<file path="src/rtl/serial_subtractor.sv">
// Bit-serial 4-bit subtractor: x - y - borrow_in, one bit per clock, LSB (index 0) first.
// A single full-adder cell adds x + ~y + ~borrow_in; results are published only when bit 3 completes.
module serial_subtractor (
  input  logic       clk,
  input  logic       reset,
  input  logic       start,
  input  logic [0:3] x,
  input  logic [0:3] y,
  input  logic       borrow_in,
  output logic       ready,
  output logic       busy,
  output logic       done,
  output logic [0:3] diff,
  output logic       borrow_out,
  output logic       overflow
);

  localparam int unsigned W  = 4;
  localparam int unsigned IW = 2;

  typedef enum logic [1:0] {
    S_IDLE = 2'd0,
    S_RUN  = 2'd1,
    S_DONE = 2'd2
  } state_t;

  state_t          r_state;
  logic [0:W-1]    r_x;
  logic [0:W-1]    r_y;
  logic            r_c;
  logic [IW-1:0]   r_idx;
  logic [0:W-1]    r_diff_sh;
  logic            r_c3;
  logic            r_ready;
  logic            r_busy;
  logic            r_done;
  logic [0:W-1]    r_diff;
  logic            r_borrow;
  logic            r_ovf;

  // Full-adder cell on the current LSB of the shift registers
  logic w_yn;
  logic w_s;
  logic w_cn;

  assign w_yn = ~r_y[0];
  assign w_s  = r_x[0] ^ w_yn ^ r_c;
  assign w_cn = (r_x[0] & w_yn) | (r_x[0] & r_c) | (w_yn & r_c);

  always_ff @(posedge clk) begin
    if (reset) begin
      r_state   <= S_IDLE;
      r_x       <= '0;
      r_y       <= '0;
      r_c       <= 1'b0;
      r_idx     <= '0;
      r_diff_sh <= '0;
      r_c3      <= 1'b0;
      r_ready   <= 1'b1;
      r_busy    <= 1'b0;
      r_done    <= 1'b0;
      r_diff    <= '0;
      r_borrow  <= 1'b0;
      r_ovf     <= 1'b0;
    end else begin
      case (r_state)
        S_IDLE: begin
          r_done <= 1'b0;
          if (start) begin
            r_x     <= x;
            r_y     <= y;
            r_c     <= ~borrow_in;
            r_idx   <= '0;
            r_ready <= 1'b0;
            r_busy  <= 1'b1;
            r_state <= S_RUN;
          end
        end

        S_RUN: begin
          // Shift operands toward index 0; sum bits enter at index 3 so bit 0 lands at index 0
          r_x       <= {r_x[1:W-1], 1'b0};
          r_y       <= {r_y[1:W-1], 1'b0};
          r_c       <= w_cn;
          r_diff_sh <= {r_diff_sh[1:W-1], w_s};
          r_idx     <= r_idx + IW'(1);
          if (r_idx == IW'(2)) begin
            r_c3 <= w_cn;
          end
          if (r_idx == IW'(3)) begin
            r_diff   <= {r_diff_sh[1:W-1], w_s};
            r_borrow <= ~w_cn;
            r_ovf    <= r_c3 ^ w_cn;
            r_busy   <= 1'b0;
            r_done   <= 1'b1;
            r_state  <= S_DONE;
          end
        end

        S_DONE: begin
          r_done  <= 1'b0;
          r_ready <= 1'b1;
          r_state <= S_IDLE;
        end

        default: begin
          r_state <= S_IDLE;
          r_ready <= 1'b1;
          r_busy  <= 1'b0;
          r_done  <= 1'b0;
        end
      endcase
    end
  end

  assign ready      = r_ready;
  assign busy       = r_busy;
  assign done       = r_done;
  assign diff       = r_diff;
  assign borrow_out = r_borrow;
  assign overflow   = r_ovf;

endmodule

</file>
<file path="config.mk">
export PLATFORM = sky130hd
export DESIGN_NAME = serial_subtractor
export DESIGN_NICKNAME = d
export VERILOG_FILES = /design/src/rtl/serial_subtractor.sv
export SDC_FILE = /design/constraint.sdc
export NUM_CORES = 1
export LEC_CHECK = 0
export ABC_AREA = 1
export CELL_PAD_IN_SITES_DETAIL_PLACEMENT = 1
export CELL_PAD_IN_SITES_GLOBAL_PLACEMENT = 2
export CORE_MARGIN = 2
export CORE_UTILIZATION = 25
export CTS_CLUSTER_DIAMETER = 200
export CTS_CLUSTER_SIZE = 12
export DETAILED_ROUTE_END_ITERATION = 8
export PLACE_DENSITY = 0.69
export SLEW_MARGIN = 20
export SYNTH_ARGS = -nofsm -noshare
export SYNTH_HDL_FRONTEND = slang
export SYNTH_SLANG_ARGS = --single-unit
</file>
<file path="constraint.sdc">
create_clock -name clk -period 1.4 [get_ports clk]
set_clock_uncertainty 0.15 [all_clocks]
set_input_delay 0.14 -clock clk [delete_from_list [all_inputs] [get_ports clk]]
set_output_delay 0.14 -clock clk [all_outputs]
set_load 0.02 [all_outputs]
</file>
Word-level counts from Yosys, hierarchy flattened
Index checks and enable logic that the tools add are counted.
- bits in registers: 26
- word-level logic and storage cells: 58
- $add $sub $neg: 1
- equality and inequality tests: 6
- mux-type cells: 16
- bitwise gates (word level): 13
- reductions and logical operators: 9
- operator list (operator ; count):
    $pmux 4 s2 ; 2
    $reduce_and 2->1 ; 5
    $mux 4 ; 2
    $pmux 2 s2 ; 2
    $eq 2x2->1 const B ; 3
    $mux 2 ; 3
    $not 1->1 ; 5
    $mux 1 ; 4
    $ne 2x2->1 const B ; 2
    $pmux 1 s2 ; 2
    $and 1x1->1 ; 3
    $pmux 1 s3 ; 1
    $reduce_and 3->1 ; 1
    $xor 1x1->1 ; 3
    $add 2x1->2 const B ; 1
    $eq 2x1->1 const B ; 1
    $logic_not 2->1 ; 1
    $or 1x1->1 ; 2
    $reduce_bool 2->1 ; 1
    $reduce_or 2->1 ; 1

Depth between registers and ports, before layout
- word-level depth: 5
- depth in mapped cells: 7
- gate-level depth less buffers: 7

Worst setup path after synthesis
OpenSTA, ideal clock, no wires.
- kind: register to register
- start: register r_y[0] in the netlist's numbering
- end: register r_ovf (netlist: overflow)
- setup time: 126 ps
- data arrival time: 1047 ps
- required time: 1124 ps
- setup slack: 77 ps
- stages on the path, launching flop included: 6
- buffers on the path: 0
- cells stage by stage: dfxtp_1 -> inv_1 -> fa_1 -> xor2_1 -> nand2_1 -> a21oi_1
- cells in the longest elaborated chain, start to end: 5
- elaborated cells between the ends (all ways): 6
- those cells by class: bitwise: 6
- ends and longest elaborated chain (element ; RTL line ; source):
    start, declared ; 29 ; logic [0:W-1] r_y;
    start signal, assigned ; 71 ; r_y <= y;
    start signal, assigned ; 83 ; r_y <= {r_y[1:W-1], 1'b0};
    $not 1->1 (*) ; 46 ; assign w_yn = ~r_y[0];
    $and 1x1->1 ; 48 ; assign w_cn = (r_x[0] & w_yn) | (r_x[0] & r_c) | (w_yn & r_c);
    $or 1x1->1 ; 48 ;
    $or 1x1->1 (*) ; 48 ;
    named net w_cn ; 44 ; logic w_cn;
    $xor 1x1->1 (*) ; 93 ; r_ovf <= r_c3 ^ w_cn;
    end signal, assigned ; 93 ;
    end, declared ; 39 ; logic r_ovf;
The timed path passes the listed nets; every way through them passes the cells marked *.
A chain may end at the register's enable or synchronous reset.

Final worst setup path
- start: register r_x[0] in the netlist's numbering
- end: register r_ovf (netlist: overflow)
- cells in the longest elaborated chain, start to end: 4
- elaborated cells between the ends (all ways): 5
- those cells by class: bitwise: 5
- ends and longest elaborated chain (element ; RTL line ; source):
    start, declared ; 28 ; logic [0:W-1] r_x;
    start signal, assigned ; 82 ; r_x <= {r_x[1:W-1], 1'b0};
    $and 1x1->1 ; 48 ;
    $or 1x1->1 (*) (2 in a row) ; 48 ;
    named net w_cn ; 44 ;
    $xor 1x1->1 (*) ; 93 ;
Marks and branches as above.

==> impl_metrics.toml <==
[timing]
min_period_ps = 1310
relSlewSlack = 0.776
setup_viol = 0
worstMarginPinSlew_ps = 336
min_period_over_period = 0.935
maxSlewViolCount = 0
max_freq_mhz = 764
hold_violations = 0

[layout]
diodes = 0
drive_above_1_share = 0.132
final_cell_mix = "dfxtp_1, nor2_1, nand3_1"
design_area_um2 = 1520
layout_commonest_cell = "dfxtp_1"
nets = 198
area_growth_pct = 33.6
post-route-util = 0.348

[route]
wire_per_inst_um = 12.4
wirelength_mm = 2.91
postRouteAntennaNets = 0
first_pass_iters = 4
drc = 0
route.vias.total = 1060
vias_per_cell = 4.53
drt_iter0_drc = 16

[critical_path]
path_cells = "fa_2, xor2_1, nand2_1, a21oi_1"
worst_path_largest_cell_delay_ps = 430
critPathCaptureType = "register"
crit_family = "adder cells"
cp-startpoint = "r_x[0]"
crit_type = "register to register"
path_buf_inv = 0
r2r-start = "r_x[0]"
critPathArrivalTime_ps = 1370
critPathLaunchType = "register"
cp.required_ps = 1460
crit_fanout = 4
slowest_stage = "fa_2"

[die]
core-area_um2 = 4350
row_count = 24
die-area_um2 = 5090
io_pins = 21
initial_core_util = 0.261
die_h_um = 71.4
die_x_um = 71.4

[yosys]
yosysSeqAreaShare = 0.459
syn-cell-area_um2 = 1130
synthAdderAreaFrac = 0.0397
synthSimpleGateAreaFrac = 0.273
synth_xor_area_frac = 0.00772
synth_mux_area_frac = 0
synth_cell_type_count = 20
postSynthCellCount = 152
ys_ff_latch = 26
synth_compound_area_frac = 0.111
synth_fp_nets = 167
yosysWarnings = 0
synth_top_family_by_area = "simple AND/OR/NAND/NOR gates"
syn_area_per_cell_um2 = 7.47

[power]
vdd_drop_max_mv = 0.530
power_density_nw_per_um2 = 1030
leakagePower_nw = 0.679

[clock_tree]
clock_sinks = 26
numCtsBuffers = 3
clock_path_buffers = 2
clk_pin_slew_ps = 90
clk_latency_ps = 270
htree_levels = 1
clockRootBuffer = "clkbuf_8"
cts_hold_buf = 0
cts_tree = "yes"

[placement]
io_buffers = 20
hpwlAfterDp_mm = 2.12
gp_congestion = 0.738
place_area_um2 = 1460

[grt]
grt_pass1_wl_mm = 5.04
antenna_found_initial = 0
grt_max_degree = 16
track_usage = 0.126
grt_overflow_total = 0
grt_pass1_vias = 1083

[job]
cap_viol_max_count = 0

[worst_hold_path]
hold_path_startpoint = "x[3]"
hp-class = "input pin to register"

[status]
status = "finished, final reports clean"
## cell families (layout without fill, tap and decap cells)
family	after synthesis	in the layout
DFF	26	26
xor gates and xnor gates	1	1
and+or+nand+nor	70	70
AOI/OAI and AO/OA	25	25
buffers and inverters	27	57
adders and majority gates	3	3
## state kept, by name, indices dropped and copies added, names as in the netlist
name and flops:
borrow_out 1, busy 1, diff 4, done 1
overflow 1, r_c 1, r_c3 1, r_diff_sh 3
r_idx 2, r_state 2, r_x 4, r_y 4
ready 1
## synth_stat cells
cell      number  area share
nor2_4         1      0.0099
inv_1         19       0.063
nand3_1       22       0.097
o21ai_0       11       0.049
buf_1          1      0.0033
a21oi_1       13       0.057
dfxtp_1       26        0.46
nand2_1       20       0.066
nand2_2        2       0.011
xor2_1         1      0.0077
inv_2          2      0.0066
buf_8          1       0.013
ha_1           2       0.022
o22ai_1        1      0.0055
fa_1           1       0.018
clkbuf_1       2      0.0066
buf_6          1      0.0099
nand2_4        1      0.0099
nor2_1        24       0.079
buf_4          1      0.0066
## final timing paths
check / end / slack [ps] / cells after the start
min reg2reg: busy / 320 / 2
max reg2reg: overflow / 90 / 4
max: overflow / 90 / 4
min: r_x[3] / 270 / 3
## through the flow
stage          std cells  worst slack [ps]  hold slack, ps  setup TNS [ps]  power (mW)
2_1_floorplan        152              77.3             133               0       0.978
3_3_place_gp         230             -54.0             305            -251        1.08
3_5_place_dp         230             -98.2             308            -754        1.09
4_1_cts              234              16.9             270               0        1.58
5_1_grt              234             -16.7             278           -16.7        1.65
6_report             234              91.3             270               0        1.56
## cell type report
class,count,area [um^2]
Clock buffer,4,55.1
Fill cell,547,2840
Inverter,21,78.8
Multi-Input combinational cell,99,505
Sequential cell,26,520
Tap cell,52,65.1
Timing Repair Buffer,32,292
## tightest hold or removal path, delay by kind of cell
kind            cells  cell delay [ps]
buf+inv             1              390
compound gates      1               50
simple gates        1               60
## per-layer routing
layer	vias up	routed length (um)	track usage
li1	539	-	-
met1	504	1350	0.150
met2	13	1460	0.220
met3	4	71	0.0338
met4	0	31	0.0377
met5	-	0	0
## power by group
part / switching (mW) / leakage, nW / internal [mW]
logic: 0.135 / 0.437 / 0.125
registers: 0.0276 / 0.213 / 0.780
clock network: 0.237 / 0.0288 / 0.251
## what timing repair did
| item | in CTS | in global routing |
|---|---|---|
| pin swaps | 0 | 2 |
| setup buffers | 0 | 0 |
| setup endpoints to repair | 12 | 6 |
| resized for setup | 11 | 1 |
No activity file was read; power rests on OpenSTA's default activity.
